--- src/rtl/arb_requester.sv ---
`default_nettype none
// +----------------------------------------------------------------------------+
// | Module      : arb_requester                                                |
// | Description : Client side of the 2-way req/gnt arbiter handshake. Queues   |
// |               transfer commands, requests the bus, emits one beat per      |
// |               granted cycle, then releases and waits out a re-request gap. |
// |               Optional REQ watchdog: define ARB_REQ_WATCHDOG_EN.           |
// | Revision    : 1.0 - initial release                                        |
// +----------------------------------------------------------------------------+
module arb_requester #(
  parameter int LEN_W       = 8,
  parameter int DEPTH       = 4,
  parameter int GAP         = 2,
  parameter int TIMEOUT_CYC = 64
) (
  input  logic             clock,
  input  logic             reset,
  input  logic             cmd_valid,
  input  logic [LEN_W-1:0] cmd_len,
  output logic             cmd_ready,
  output logic             req,
  input  logic             gnt,
  output logic             beat_valid,
  output logic             beat_last,
  output logic [LEN_W-1:0] beat_cnt,
  output logic             done,
  output logic             busy
`ifdef ARB_REQ_WATCHDOG_EN
  ,
  output logic             timeout
`endif
);

  localparam int PTR_W = (DEPTH < 2) ? 1 : $clog2(DEPTH);
  localparam int CNT_W = PTR_W + 1;
  localparam int GAP_W = (GAP < 1) ? 1 : $clog2(GAP + 1);
`ifdef ARB_REQ_WATCHDOG_EN
  localparam int WD_W  = (TIMEOUT_CYC < 1) ? 1 : $clog2(TIMEOUT_CYC + 1);
`endif

  typedef enum logic [1:0] {
    S_IDLE    = 2'd0,
    S_REQ     = 2'd1,
    S_XFER    = 2'd2,
    S_RELEASE = 2'd3
  } state_t;

  // Command FIFO
  logic [LEN_W-1:0] r_mem [DEPTH];
  logic [PTR_W-1:0] r_wr_ptr;
  logic [PTR_W-1:0] r_rd_ptr;
  logic [CNT_W-1:0] r_count;
  logic             w_push;
  logic             w_pop;
  logic [LEN_W-1:0] w_head;

  // Control state and registered outputs
  state_t           r_state,    w_state_n;
  logic             r_req,      w_req_n;
  logic             r_bv,       w_bv_n;
  logic             r_bl,       w_bl_n;
  logic [LEN_W-1:0] r_beat_cnt, w_bc_n;
  logic             r_done,     w_done_n;
  logic [LEN_W-1:0] r_rem,      w_rem_n;
  logic [LEN_W-1:0] r_idx,      w_idx_n;
  logic [GAP_W-1:0] r_gap,      w_gap_n;
`ifdef ARB_REQ_WATCHDOG_EN
  logic [WD_W-1:0]  r_wd,       w_wd_n;
  logic             r_to,       w_to_n;
`endif

  assign cmd_ready  = (r_count != CNT_W'(DEPTH));
  assign w_push     = cmd_valid & cmd_ready;
  assign w_head     = r_mem[r_rd_ptr];

  assign req        = r_req;
  assign beat_valid = r_bv;
  assign beat_last  = r_bl;
  assign beat_cnt   = r_beat_cnt;
  assign done       = r_done;
  assign busy       = (r_count != '0) | (r_state != S_IDLE) | (r_gap != '0);
`ifdef ARB_REQ_WATCHDOG_EN
  assign timeout    = r_to;
`endif

  // FIFO storage; contents need no reset because the pointers define validity.
  always_ff @(posedge clock) begin
    if (w_push) r_mem[r_wr_ptr] <= cmd_len;
  end

  // FIFO pointers and occupancy; a simultaneous push and pop leaves the count unchanged.
  always_ff @(posedge clock) begin
    if (reset) begin
      r_wr_ptr <= '0;
      r_rd_ptr <= '0;
      r_count  <= '0;
    end else begin
      if (w_push) r_wr_ptr <= r_wr_ptr + PTR_W'(1);
      if (w_pop)  r_rd_ptr <= r_rd_ptr + PTR_W'(1);
      case ({w_push, w_pop})
        2'b10:   r_count <= r_count + CNT_W'(1);
        2'b01:   r_count <= r_count - CNT_W'(1);
        default: r_count <= r_count;
      endcase
    end
  end

  // Next-state and next-output decode; outputs are registered so req, beat and done move together.
  always_comb begin
    w_state_n = r_state;
    w_req_n   = r_req;
    w_bv_n    = 1'b0;
    w_bl_n    = 1'b0;
    w_bc_n    = r_beat_cnt;
    w_done_n  = 1'b0;
    w_rem_n   = r_rem;
    w_idx_n   = r_idx;
    w_gap_n   = r_gap;
    w_pop     = 1'b0;
`ifdef ARB_REQ_WATCHDOG_EN
    w_wd_n    = r_wd;
    w_to_n    = 1'b0;
`endif
    case (r_state)
      S_IDLE: begin
        if (r_gap != '0) begin
          w_gap_n = r_gap - GAP_W'(1);
        end else if (r_count != '0) begin
          w_pop = 1'b1;
          if (w_head == '0) begin
            // Null command completes without touching the arbiter.
            w_done_n = 1'b1;
          end else begin
            w_req_n   = 1'b1;
            w_rem_n   = w_head;
            w_idx_n   = '0;
            w_bc_n    = '0;
            w_state_n = S_REQ;
`ifdef ARB_REQ_WATCHDOG_EN
            w_wd_n    = '0;
`endif
          end
        end
      end
      S_REQ: begin
        if (gnt) begin
          w_state_n = S_XFER;
        end
`ifdef ARB_REQ_WATCHDOG_EN
        else if (r_wd == WD_W'(TIMEOUT_CYC - 1)) begin
          // Grant never came: abandon the command and release the bus.
          w_req_n   = 1'b0;
          w_to_n    = 1'b1;
          w_done_n  = 1'b1;
          w_state_n = S_RELEASE;
        end else begin
          w_wd_n = r_wd + WD_W'(1);
        end
`endif
      end
      S_XFER: begin
        if (gnt) begin
          w_bv_n  = 1'b1;
          w_bc_n  = r_idx;
          w_idx_n = r_idx + LEN_W'(1);
          w_rem_n = r_rem - LEN_W'(1);
          if (r_rem == LEN_W'(1)) begin
            w_bl_n    = 1'b1;
            w_done_n  = 1'b1;
            w_req_n   = 1'b0;
            w_state_n = S_RELEASE;
          end
        end
      end
      S_RELEASE: begin
        // The arbiter may keep gnt high briefly; wait for it to clear.
        if (!gnt) begin
          w_gap_n   = GAP_W'(GAP);
          w_state_n = S_IDLE;
        end
      end
      default: w_state_n = S_IDLE;
    endcase
  end

  // State and output registers.
  always_ff @(posedge clock) begin
    if (reset) begin
      r_state    <= S_IDLE;
      r_req      <= 1'b0;
      r_bv       <= 1'b0;
      r_bl       <= 1'b0;
      r_beat_cnt <= '0;
      r_done     <= 1'b0;
      r_rem      <= '0;
      r_idx      <= '0;
      r_gap      <= '0;
`ifdef ARB_REQ_WATCHDOG_EN
      r_wd       <= '0;
      r_to       <= 1'b0;
`endif
    end else begin
      r_state    <= w_state_n;
      r_req      <= w_req_n;
      r_bv       <= w_bv_n;
      r_bl       <= w_bl_n;
      r_beat_cnt <= w_bc_n;
      r_done     <= w_done_n;
      r_rem      <= w_rem_n;
      r_idx      <= w_idx_n;
      r_gap      <= w_gap_n;
`ifdef ARB_REQ_WATCHDOG_EN
      r_wd       <= w_wd_n;
      r_to       <= w_to_n;
`endif
    end
  end

endmodule
`default_nettype wire
--- config.mk ---
export PLATFORM = sky130hd
export DESIGN_NAME = arb_requester
export DESIGN_NICKNAME = d
export VERILOG_FILES = /design/src/rtl/arb_requester.sv
export SDC_FILE = /design/constraint.sdc
export NUM_CORES = 1
export LEC_CHECK = 0
export ABC_AREA = 1
export CAP_MARGIN = 20
export CORE_ASPECT_RATIO = 0.8
export CORE_UTILIZATION = 40
export CTS_CLUSTER_SIZE = 14
export DETAILED_ROUTE_END_ITERATION = 10
export SLEW_MARGIN = 0
export SYNTH_ARGS = -nofsm -noshare
export SYNTH_HDL_FRONTEND = slang
export SYNTH_SLANG_ARGS = --single-unit
export TNS_END_PERCENT = 10
--- constraint.sdc ---
create_clock -name clock -period 4.9 [get_ports clock]
set_input_delay 0.735 -clock clock [delete_from_list [all_inputs] [get_ports clock]]
set_output_delay 0.735 -clock clock [all_outputs]
set_load 0.01 [all_outputs]
# ---- After elaboration in Yosys (flattened, before gate mapping)
# Memories as Yosys holds them, arrays and structs flattened. A register that Yosys moved wholly into a read port is not among the register bits.
# Index checks and enable logic that the tools add are counted.
dict set report totals {
  register_bits 39
  latchBits 0
  ramBits 32
  mem_bits_ro 0
  out_inout_bits 14
  mem_count 1
}
dict set report op_classes {
  addsub 7
  multipliers 0
  div 0
  n_lt_le_gt_ge 0
  eq_ne 15
  shifts 0
  mux 44
  bitwise 4
  reduce_logical 13
}
# memory depth width rd rd_clocked_by_memory_dff write_ports line
set mem_list {}
lappend mem_list {r_mem 4 8 1 1 1 49} ;# logic [LEN_W-1:0] r_mem [DEPTH];
# op count
set op_table {}
lappend op_table {{2-to-1 mux 8 bit} 9}
lappend op_table {{case mux 8 bit (2 select lines)} 3}
lappend op_table {{2-to-1 mux 2 bit} 11}
lappend op_table {{2-to-1 mux 1 bit} 16}
lappend op_table {{inequality test 2 bit, second input constant} 8}
lappend op_table {{nonzero test 2 bit} 5}
lappend op_table {{adder 8 x 1 -> 8 bit, second input constant} 1}
lappend op_table {{== test 8 x 1 -> 1 bit, second input constant} 1}
lappend op_table {{zero test 8 bit} 1}
lappend op_table {{case mux 2 bit (4 select lines)} 1}
lappend op_table {{subtractor 8 x 1 -> 8 bit, second input constant} 1}
lappend op_table {{AND reduction 7 bit} 1}
lappend op_table {{== test 2 bit, second input constant} 3}
lappend op_table {{case mux 3 bit (2 select lines)} 1}
lappend op_table {{AND reduction 6 bit} 1}
lappend op_table {{AND reduction 5 bit} 1}
lappend op_table {{adder 2 x 1 -> 2 bit, second input constant} 2}
lappend op_table {{== test 2 x 1 -> 1 bit, second input constant} 2}
lappend op_table {{case mux 1 bit (2 select lines)} 2}
lappend op_table {{case mux 2 bit (2 select lines)} 1}
lappend op_table {{adder 3 x 1 -> 3 bit, second input constant} 1}
lappend op_table {{inequality test 3 bit, second input constant} 1}
lappend op_table {{AND reduction 3 bit} 1}
lappend op_table {{nonzero test 3 bit} 1}
lappend op_table {{other kinds (7)} 8}

# ---- Depth between registers and ports, before layout
dict set report logic_depth {
  ltp_word 6
  mapped_depth 14
}

# ---- Least setup slack after synthesis
# OpenSTA, ideal clock, no wires.
dict set report synth_path {
  kind {reg-to-reg}
  from {register r_state[0]}
  to {register r_count[2]}
  setup_time_ns 0.122
  t_arrival_ns 1.999
  t_required_ns 4.778
  slack_ns 2.779
  path_stages_with_launch 12
  period_less_slack_ns 2.121
  path_cell_list {dfxtp_1 > inv_1 > ha_1 > nand2_1 > nor2_1 > ha_1 > inv_1 > fa_1 > a21oi_1 > o21ai_0 > o21ai_0 > a21oi_1}
}
dict set report synth_via {
  elab_chain_len 4
  elab_cells_between_ends 6
  cone_classes {eq/ne (2); mux (2); reduce/logical (2)}
}
# item line
set synth_rtl {}
lappend synth_rtl {{from (decl)} 58} ;# state_t r_state, w_state_n;
lappend synth_rtl {{from (signal assigned)} 203} ;# r_state <= w_state_n;
lappend synth_rtl {{zero test 2 bit (*)} 124} ;# case (r_state)
lappend synth_rtl {{2-to-1 mux 1 bit (*)} 124}
lappend synth_rtl {{named net w_pop} 54} ;# logic w_pop;
lappend synth_rtl {{== test 2 x 1 -> 1 bit / == test 2 bit (equally long branches)} 100} ;# case ({w_push, w_pop})
lappend synth_rtl {{case mux 3 bit (2 select lines) / nonzero test 2 bit (equally long branches)} --}
lappend synth_rtl {{to (signal assigned)} 101} ;# 2'b10: r_count <= r_count + CNT_W'(1);
lappend synth_rtl {{to (signal assigned)} 102} ;# 2'b01: r_count <= r_count - CNT_W'(1);
lappend synth_rtl {{to (signal assigned)} 103} ;# default: r_count <= r_count;
lappend synth_rtl {{to (decl)} 52} ;# logic [CNT_W-1:0] r_count;
# Mark *: on every way through the listed nets, which the timed path passes. The rest lies on a longest branch.
# A chain may end at the register's enable or synchronous reset.

# ---- Final worst setup path
dict set report layout_path {
  from {register r_state[0]}
  to {register r_rem[0]}
}
dict set report layout_via {
  elab_chain_len 3
  elab_cells_between_ends 9
  cone_classes {eq/ne (5); mux (1); reduce/logical (3)}
}
# item line
set layout_rtl {}
lappend layout_rtl {{== test 2 bit / zero test 2 bit (equally long branches)} 124}
lappend layout_rtl {{inequality test 2 bit (no source line) / nonzero test 2 bit (equally long branches)} --}
lappend layout_rtl {{AND reduction 5 bit (no source line)} --}
lappend layout_rtl {{to (signal assigned)} 209} ;# r_rem <= w_rem_n;
lappend layout_rtl {{to (decl)} 64} ;# logic [LEN_W-1:0] r_rem, w_rem_n;
# Several ways; a longest one is shown, not always the timed one.

==> flow_metrics.tcl <==
set metrics [dict create \
    synth-compound-area-share_pct 7.14 \
    finalPower_mw 2.22 \
    worst_clock_skew_ps 11.4 \
    die_y_um 86.5 \
    cts_made_buffers 9 \
    synthesis.nets 478 \
    pin_count 26 \
    pwr_density_cell_nw_per_um2 547 \
    synthSimpleGateAreaFrac_pct 28.3 \
    yosys_register_bits 73 \
    netlist-cell-type-count 27 \
    muxShareOfSynthArea_pct 0 \
    clkSlewWorstSetupHoldPaths_ps 80 \
    dieArea_um2 9320 \
    gp_congestion 0.798 \
    syn_area_per_cell_um2 7.91 \
    wl_um 7270 \
    num_vias 2844 \
    crit_chain "inv_1 > ha_1 > inv_1 > nand2_1 > nand3_2 > a21oi_1 > nor2_1" \
    critPathSlowestCell "nand2_1" \
    fin_crit_sh_pct 71.9 \
    dpl_cell_area_um2 3850 \
    clock_path_buffers 2 \
    grt_max_degree 31 \
    grt_antenna_before_repair 0 \
    rrSetupSlack_ps 1380 \
    core_area_um2 8560 \
    synth_warnings 0 \
    setup_violations 0 \
    path_common_cell "inv_1" \
    crit_arrival_ps 3760 \
    startpoint "r_state[0]" \
    final_cell_mix "nand2_1 (133), inv_1 (57), nor2_1 (44)" \
    cts.sink_count 73 \
    wire_per_inst_um 12.4 \
    root_buffer "clkbuf_8" \
    synth_top_area_share_pct 26.9 \
    drc 0 \
    synth_edf_count 32 \
    holdBufCountCts 0 \
    r2r_cells 7 \
    rows 30 \
    postCtsSetupBuffers 0 \
    grt.overflow.total 0 \
    clk_latency_ps 340 \
    hp-class "flip-flop to flip-flop" \
    peakVddDrop_v 0.000271 \
    fmax_mhz 284 \
    final_common_cell "nand2_1" \
    rsz0062_at_grt "no" \
    worstReg2RegEnd "r_rem[0]" \
    drtIter0Drc 118 \
    hold_violations 0 \
    drive_above_1_share_pct 4.22 \
    synth-adder-area-share_pct 5.11 \
    r2r-start "r_state[0]" \
    crit_type "flip-flop to flip-flop" \
    slew_violations 0 \
    initial_core_util_pct 41.8 \
    power.leakage_nw 1.69 \
    fin_setup_tns_ps 0 \
    async_flop_share_pct 0 \
    grt_pass1_vias 2549 \
    critPathMaxFanout 30 \
    synth_area_um2 3570 \
    synth-main-ff-cell "dfxtp_1" \
    viasPerCell 4.85 \
    cp-end-kind "flip-flop" \
    die_x_um 108 \
    synthXorXnorAreaFrac_pct 0.245 \
    tightest_slew_ps 851 \
    place_hpwl_um 4770 \
    worstPathRequired_ps 5130 \
    synthTopCellsByArea "edfxtp_1 (27%), dfxtp_1 (23%), nand2_1 (14%)" \
    fin_nets 495 \
    status "complete, no violations" \
    cp-endpoint "r_rem[0]" \
    syn_to_final_growth_pct 13.2 \
    ant_nets 0 \
    grtUsageTotal_pct 17.2 \
    final_area_um2 4050 \
    first_pass_iters 4 \
    htreeDepth 3 \
    ys_seq_area_share_pct 49.9 \
    grt_pass1_wl_um 12300 \
    critPathMaxStageDelay_ps 740 \
    synthCells 452 \
    io_buffers 25 \
    yosys.area.top_type "edfxtp_1" \
    fin_crit_ps 3520 \
    cts_tree "done" \
    synth_top_family_by_area "simple AND/OR/NAND/NOR gates" \
    critPathLaunchType "flip-flop" \
    diodes 0 \
    timing.slew.headroom_pct 43.1 \
    postCtsResizedCells 0 \
    drv_cap 0 \
]
## power breakdown
group / total, mW / internal [mW] / switching [mW]
Clock: 0.463 / 0.235 / 0.228
Sequential: 0.813 / 0.741 / 0.0718
Combinational: 0.939 / 0.321 / 0.618
Total: 2.22 / 1.30 / 0.918
## worst min path at each step
stage | cells past startpoint | start | slack, ps | to
2_1_floorplan | 2 | r_gap[1] | 430 | r_gap[1]
3_3_place_gp | 2 | r_gap[1] | 450 | r_gap[1]
6_report | 2 | req | 460 | req
3_5_place_dp | 2 | beat_cnt[2] | 450 | beat_cnt[2]
4_1_cts | 2 | beat_cnt[2] | 470 | beat_cnt[2]
5_1_grt | 2 | beat_cnt[0] | 480 | beat_cnt[0]
## through the flow
| step | util [%] | hold slack [ps] | instances | setup WS, ps |
|---|---|---|---|---|
| CTS | 47.3 | 466 | 586 | 1440 |
| finish | 47.3 | 461 | 586 | 1380 |
| detailed placement | 45.0 | 454 | 570 | 1450 |
| floorplan | - | 433 | 452 | 2780 |
| global placement | 45.0 | 449 | 570 | 1580 |
| global route | 47.3 | 484 | 586 | 1090 |
## final cells by class
type / instances / area [um^2]
Fill cell: 854 / 4510
Sequential cell: 73 / 1780
Multi-Input combinational cell: 302 / 1460
Timing Repair Buffer: 25 / 250
Inverter: 58 / 220
Tap cell: 112 / 140
Clock buffer: 9 / 124
Clock inverter: 7 / 71.3
## flip-flops by register name (all words and copies together) (netlist names), named ones only
register    count
r_rem           8
r_state         2
r_mem          32
req             1
done            1
r_rd_ptr        2
r_count         3
beat_cnt        8
r_gap           2
r_idx           8
beat_last       1
beat_valid      1
r_wr_ptr        2
## cell usage after synthesis (all sizes together), types with 2 or more instances
master,instances
nand2,133
edfxtp,32
nor2b,2
clkbuf,6
dfxtp,41
a21oi,28
nand3,32
o21ai,16
nand4,21
o22ai,2
nor2,44
inv,58
ha,13
nor3,4
buf,13
## metal layers
metal | track usage [%] | up-vias | wire, um
li1 | - | 1501 | -
met1 | 24.5 | 1296 | 3740
met2 | 25.3 | 41 | 3180
met3 | 5.11 | 6 | 294
met4 | 4.48 | 0 | 54
met5 | 0 | - | 0
## worst max-delay path, delay by kind of cell (launching register included)
kind	cells	cell delay (ps)
buffers and inverters	2	570
AO/OA/AOI/OAI	1	310
adder cells (fa/ha/maj)	1	670
flip-flops	1	340
AND/OR/NAND/NOR	3	1500
## cells by family after synthesis
| family | after synthesis |
|---|---|
| buf+inv | 77 |
| compound gates | 49 |
| xor+xnor | 1 |
| simple gates | 238 |
| flops | 73 |
| fa+ha+maj | 14 |
(Power assumes the default switching activity.)
